--- src/rtl/dly_pipe_pkg.sv ---
// Shared limits and sizing helpers for the dly_pipe delay pipeline.
package dly_pipe_pkg;

  localparam int DLY_MAX_WIDTH = 64;
  localparam int DLY_MAX_DEPTH = 64;

  function automatic int cnt_w(input int depth);
    return $clog2(depth + 1);
  endfunction

  function automatic bit width_ok(input int w);
    return (w >= 1) && (w <= DLY_MAX_WIDTH);
  endfunction

  function automatic bit depth_ok(input int n);
    return (n >= 1) && (n <= DLY_MAX_DEPTH);
  endfunction

endpackage

--- src/rtl/dly_pipe_stage.sv ---
// One data+tag register of the delay pipe; data reset only with
// DLY_PIPE_DATA_RST_EN, otherwise plain enabled flops (SRL friendly).
module dly_pipe_stage
  import dly_pipe_pkg::*;
#(
  parameter int WIDTH = 16
) (
  input  logic             clk,
  input  logic             rst,
  input  logic             ce,
  input  logic             flush,
  input  logic             in_valid,
  input  logic [WIDTH-1:0] d,
  output logic             out_valid,
  output logic [WIDTH-1:0] q
);

  if (!width_ok(WIDTH)) begin : g_bad_width
    $error("dly_pipe_stage: WIDTH out of range");
  end

  always_ff @(posedge clk or posedge rst) begin
    if (rst) begin
      out_valid <= 1'b0;
    end else if (flush) begin
      out_valid <= 1'b0;
    end else if (ce) begin
      out_valid <= in_valid;
    end
  end

`ifdef DLY_PIPE_DATA_RST_EN
  always_ff @(posedge clk or posedge rst) begin
    if (rst) begin
      q <= '0;
    end else if (flush) begin
      q <= '0;
    end else if (ce) begin
      q <= d;
    end
  end
`else
  // No reset term so the chain can map onto shift-register primitives.
  always_ff @(posedge clk) begin
    if (ce && !flush) begin
      q <= d;
    end
  end
`endif

endmodule

--- src/rtl/dly_pipe.sv ---
// Clock-enabled data+valid delay line with occupancy and primed status.
// Optional data reset/clear: define DLY_PIPE_DATA_RST_EN.
module dly_pipe
  import dly_pipe_pkg::*;
#(
  parameter int WIDTH = 16,
  parameter int DEPTH = 4
) (
  input  logic                       clk,
  input  logic                       rst,
  input  logic                       ce,
  input  logic                       flush,
  input  logic                       in_valid,
  input  logic [WIDTH-1:0]           d,
  output logic                       out_valid,
  output logic [WIDTH-1:0]           q,
  output logic [cnt_w(DEPTH)-1:0]    occ,
  output logic                       primed
);

  localparam int CW = cnt_w(DEPTH);
  localparam logic [CW-1:0] FULL = CW'(DEPTH);

  if (!depth_ok(DEPTH) || !width_ok(WIDTH)) begin : g_bad_param
    $error("dly_pipe: WIDTH or DEPTH out of range");
  end

  logic [DEPTH:0][WIDTH-1:0] data;
  logic [DEPTH:0]            tag;
  logic [CW-1:0]             fill;
  logic [CW-1:0]             fill_nxt;

  assign data[0] = d;
  assign tag[0]  = in_valid;

  for (genvar k = 0; k < DEPTH; k++) begin : g_stage
    dly_pipe_stage #(
      .WIDTH(WIDTH)
    ) u_stage (
      .clk      (clk),
      .rst      (rst),
      .ce       (ce),
      .flush    (flush),
      .in_valid (tag[k]),
      .d        (data[k]),
      .out_valid(tag[k+1]),
      .q        (data[k+1])
    );
  end

  assign q         = data[DEPTH];
  assign out_valid = tag[DEPTH];

  always_comb begin
    fill_nxt = fill;
    if (fill != FULL) begin
      fill_nxt = fill + 1'b1;
    end
  end

  always_ff @(posedge clk or posedge rst) begin
    if (rst) begin
      occ    <= '0;
      fill   <= '0;
      primed <= 1'b0;
    end else if (flush) begin
      occ    <= '0;
      fill   <= '0;
      primed <= 1'b0;
    end else if (ce) begin
      // Enter and exit in the same edge cancel out.
      occ    <= occ + CW'(in_valid) - CW'(out_valid);
      fill   <= fill_nxt;
      primed <= (fill_nxt == FULL);
    end
  end

  a_occ_range : assert property (
    @(posedge clk) disable iff (rst) occ <= FULL
  );

endmodule

--- config.mk ---
export PLATFORM = sky130hd
export DESIGN_NAME = dly_pipe
export DESIGN_NICKNAME = d
export VERILOG_FILES = /design/src/rtl/dly_pipe_pkg.sv /design/src/rtl/dly_pipe_stage.sv /design/src/rtl/dly_pipe.sv
export SDC_FILE = /design/constraint.sdc
export NUM_CORES = 1
export LEC_CHECK = 0
export CELL_PAD_IN_SITES_DETAIL_PLACEMENT = 1
export CELL_PAD_IN_SITES_GLOBAL_PLACEMENT = 1
export CORE_MARGIN = 1
export CORE_UTILIZATION = 40
export DETAILED_ROUTE_END_ITERATION = 12
export GPL_ROUTABILITY_DRIVEN = 0
export PLACE_DENSITY = 0.8
export SETUP_SLACK_MARGIN = 0.4
export SYNTH_ARGS = -nofsm -noshare
export SYNTH_HDL_FRONTEND = slang
export SYNTH_SLANG_ARGS = --single-unit
--- constraint.sdc ---
create_clock -name clk -period 1.98 [get_ports clk]
set_clock_uncertainty 0.15 [all_clocks]
set_input_delay 0.396 -clock clk [delete_from_list [all_inputs] [get_ports clk]]
set_output_delay 0.396 -clock clk [all_outputs]
set_load 0.02 [all_outputs]
==> out/results.txt <==
Static timing analysis puts the maximum clock frequency at 496.4 MHz. The tools report the number of nets at the end of the flow as 205. Clock-pin slew was measured on the worst setup and hold paths at 0.08 ns.

The first global-routing pass estimated 6.996 mm of wire. The clock sink count is 75, and the static leakage is 1.243 nW. Summed over all instances, the cell type with the most area after synthesis is sky130_fd_sc_hd__edfxtp_1. TritonCTS built the clock tree.

In this run the core area contains 29 standard-cell rows. The total detailed-routing wirelength came out at 4.401 mm. Setup repair after global routing could not meet its margin everywhere. In this run, post-CTS hold repair placed 0 buffers. The final-report max-slew violation count came out at 0. The tools report the detailed router's first-iteration violation count as 47. After detailed routing, the number of vias per cell comes to 4.632. After synthesis the netlist holds a flip-flop and latch count of 75.

Initial antenna violation count: 0. The tools report the worst hold slack after final layout as 0.2073 ns. Buffer type at the clock tree root: sky130_fd_sc_hd__clkbuf_8. Across the VDD grid, the largest voltage drop is 0.5436 mV. For this run, the detailed router's first-pass iteration total came to 4. The tools report the worst endpoint data arrival time as 2.10 ns. The routed layout has 1209 vias. The floorplan step defined a die boundary enclosing 6920 sq um. The die width was 83.19 um. The top cell types in the final layout, fill and taps aside, are 64 x sky130_fd_sc_hd__edfxtp_1, 20 x sky130_fd_sc_hd__clkdlybuf4s50_1, 10 x sky130_fd_sc_hd__nor2_1.

Relative to the synthesized area, the layout overhead comes to 26.39%. Global routing finished with a remaining overflow of 0. Maximum level of the CTS H-tree: 3.

For this run, design rule violations remaining after detail routing come to 0. In the final routed layout, each cell accounts on average for 16.86 um. Share of Yosys cell area claimed by the top area cell type: 0.7290.

Ratio of cells with drive above 1 in the final layout: 0.3152. The run gives 0.8334 as the share of the yosys chip area belonging to registers. The worst setup path is captured at a register.

For the number of nets with antenna violations after routing, the log shows 0. In this run, CTS created clock tree buffers numbering 9. The run gives 42 as the count of boundary I/O pins. For the half-perimeter wire length after placement, the log shows 3.077 mm.

The setup path with the least slack is of type reg2reg. The logs give 0 for the number of antenna diodes and 588 for the filler cell count. During synthesis, Yosys emitted a total of 0 warnings. The setup violation total in the final timing report came out at 1.

Dividing total power by cell area gives a power density of 996.5 nW/um^2. STA puts the critical path data required time at 2.07 ns. Leaving out fill and tap cells, the most frequent cell in the layout is sky130_fd_sc_hd__edfxtp_1. Across all register-to-register paths, the minimum setup slack is -0.03 ns. The tools report the hold violation total from the final report as 0. Critical path startpoint category: a register. The tool flagged a number of max-cap violations equal to 0. The flow ran to the end, but the final reports show violations. During placement, the flow inserted port buffers numbering 41.

Worst path setup slack after routing: -0.03436 ns. The global-route usage over all layers was 0.1423; the core box area was 6350 sq um. The worst-skew pair later-pin latency is 0.34 ns, and the worst reg2reg path depth is 9. The synthesized area per cell was 19.38 sq um. The die is 83.19 um tall.

The checks that failed: negative setup slack. The run gives 1347 as the via count of the first global-routing pass. Subtracting the final worst setup slack from the clock period gives 2.014 ns. The pin count of the biggest net entering global routing is 25, and the initial core utilization is 0.4152. The transition time at the pin with the least slew margin works out to 0.4668 ns. The count of unique library cells instantiated by Yosys came out at 21. When the netlist entered floorplanning its net count stood at 162.

Final cycle utilization of the critical path: 1.017. The peak fanout along the critical path is 3. Cell count after synthesis: 136. The relative max-transition margin is 0.6884, and the total power after layout is 3.320 mW. After synthesis, the cell types taking the most area are sky130_fd_sc_hd__edfxtp_1 73%, sky130_fd_sc_hd__dfrtp_1 10%, sky130_fd_sc_hd__buf_4 4.8%.

The worst min-delay path category was in2async. Destination of the worst register-to-register timing path: occ[2]. Summing every instance area after synthesis gives 2636 sq um.

The clock passes through at most 2 buffers. The critical path launch point was occ[0]. The startpoint of the worst-slack reg-to-reg timing path was occ[0].
-- power by group --
| group | switching (mW) | internal [mW] | total [mW] | leakage (nW) |
|---|---|---|---|---|
| Sequential | 0.0279 | 1.79 | 1.81 | 0.745 |
| Clock | 0.570 | 0.718 | 1.29 | 0.112 |
| Combinational | 0.112 | 0.106 | 0.218 | 0.385 |
| Total | 0.709 | 2.61 | 3.32 | 1.24 |
-- flip-flops by register name (all words and copies together), names as in the netlist --
signal / count
g_stage.u_stage.q: 64
g_stage.u_stage.out_valid: 4
occ: 3
primed: 1
fill: 3
-- synthesized netlist by cell type, drive strengths merged --
cell    count
o211ai      1
o31ai       1
nor2       10
ha          4
edfxtp     64
a31o        1
a211oi      1
buf        18
nand3b      1
inv         6
nand2b      1
fa          1
a21oi       1
xnor2       2
mux2i       6
xor2        1
dfrtp      11
a21boi      1
nand2       4
and2b       1
-- per-stage QoR --
stage / setup slack (ns) / instances / area, sq um / setup TNS [ns] / utilization
after floorplan: 0.04222 / 136 / 2674 / 0 / -
after global placement: -0.1569 / 241 / 3123 / -0.1569 / 0.4918
after detailed placement: -0.2673 / 241 / 3123 / -0.3114 / 0.4918
after CTS: -0.002884 / 259 / 3359 / -0.002884 / 0.5291
after global routing: -0.09594 / 261 / 3332 / -0.09594 / 0.5247
final: -0.03436 / 261 / 3332 / -0.03436 / 0.5247
-- worst max-delay path: stages (launching register included) --
cell,delay [ns]
sky130_fd_sc_hd__dfrtp_2,0.42
sky130_fd_sc_hd__inv_2,0.08
sky130_fd_sc_hd__ha_4,0.20
sky130_fd_sc_hd__inv_2,0.06
sky130_fd_sc_hd__ha_4,0.12
sky130_fd_sc_hd__inv_2,0.03
sky130_fd_sc_hd__fa_2,0.35
sky130_fd_sc_hd__xor2_2,0.20
sky130_fd_sc_hd__a21oi_2,0.08
sky130_fd_sc_hd__a31o_2,0.21
-- worst max path at each step --
stage / depth (start not counted) / endpoint
floorplan: 9 / occ[2]
global route: 9 / occ[2]
CTS: 9 / occ[2]
global placement: 7 / occ[2]
detailed placement: 7 / occ[2]
finish: 9 / occ[2]
-- cells by family after synthesis --
logic type               share of synthesized area
buffers and inverters                      0.05885
AND/OR/NAND/NOR                            0.02801
XOR/XNOR                                  0.009969
multiplexers                               0.02278
AO/OA/AOI/OAI                              0.02041
adder cells (fa/ha/maj)                    0.02658
flip-flops                                  0.8334
-- cell type report --
type | count | area [sq um] | area share
Clock buffer | 9 | 123.9 | 0.03718
Sequential cell | 75 | 2201 | 0.6605
Multi-Input combinational cell | 37 | 332.8 | 0.09989
Timing Repair Buffer | 50 | 456.7 | 0.1371
Clock inverter | 7 | 98.84 | 0.02967
Inverter | 6 | 22.52 | 0.006759
Tap cell | 77 | 96.34 | 0.02891
-- routing by layer --
| layer | share of wire | wire length, um | global-route usage |
|---|---|---|---|
| met5 | 0 | 0 | 0 |
| met4 | 0.012 | 51 | 0.07210 |
| met3 | 0.048 | 211 | 0.05268 |
| met2 | 0.55 | 2402 | 0.2504 |
| met1 | 0.39 | 1736 | 0.1483 |
-- what timing repair did --
| action | CTS | global route |
|---|---|---|
| buffers inserted | 2 | 2 |
| endpoints found under the setup margin | 23 | 18 |
| pin swaps | 1 | 2 |
| gates resized for setup | 52 | 18 |
Note: power is estimated with default switching activity, not from simulation.
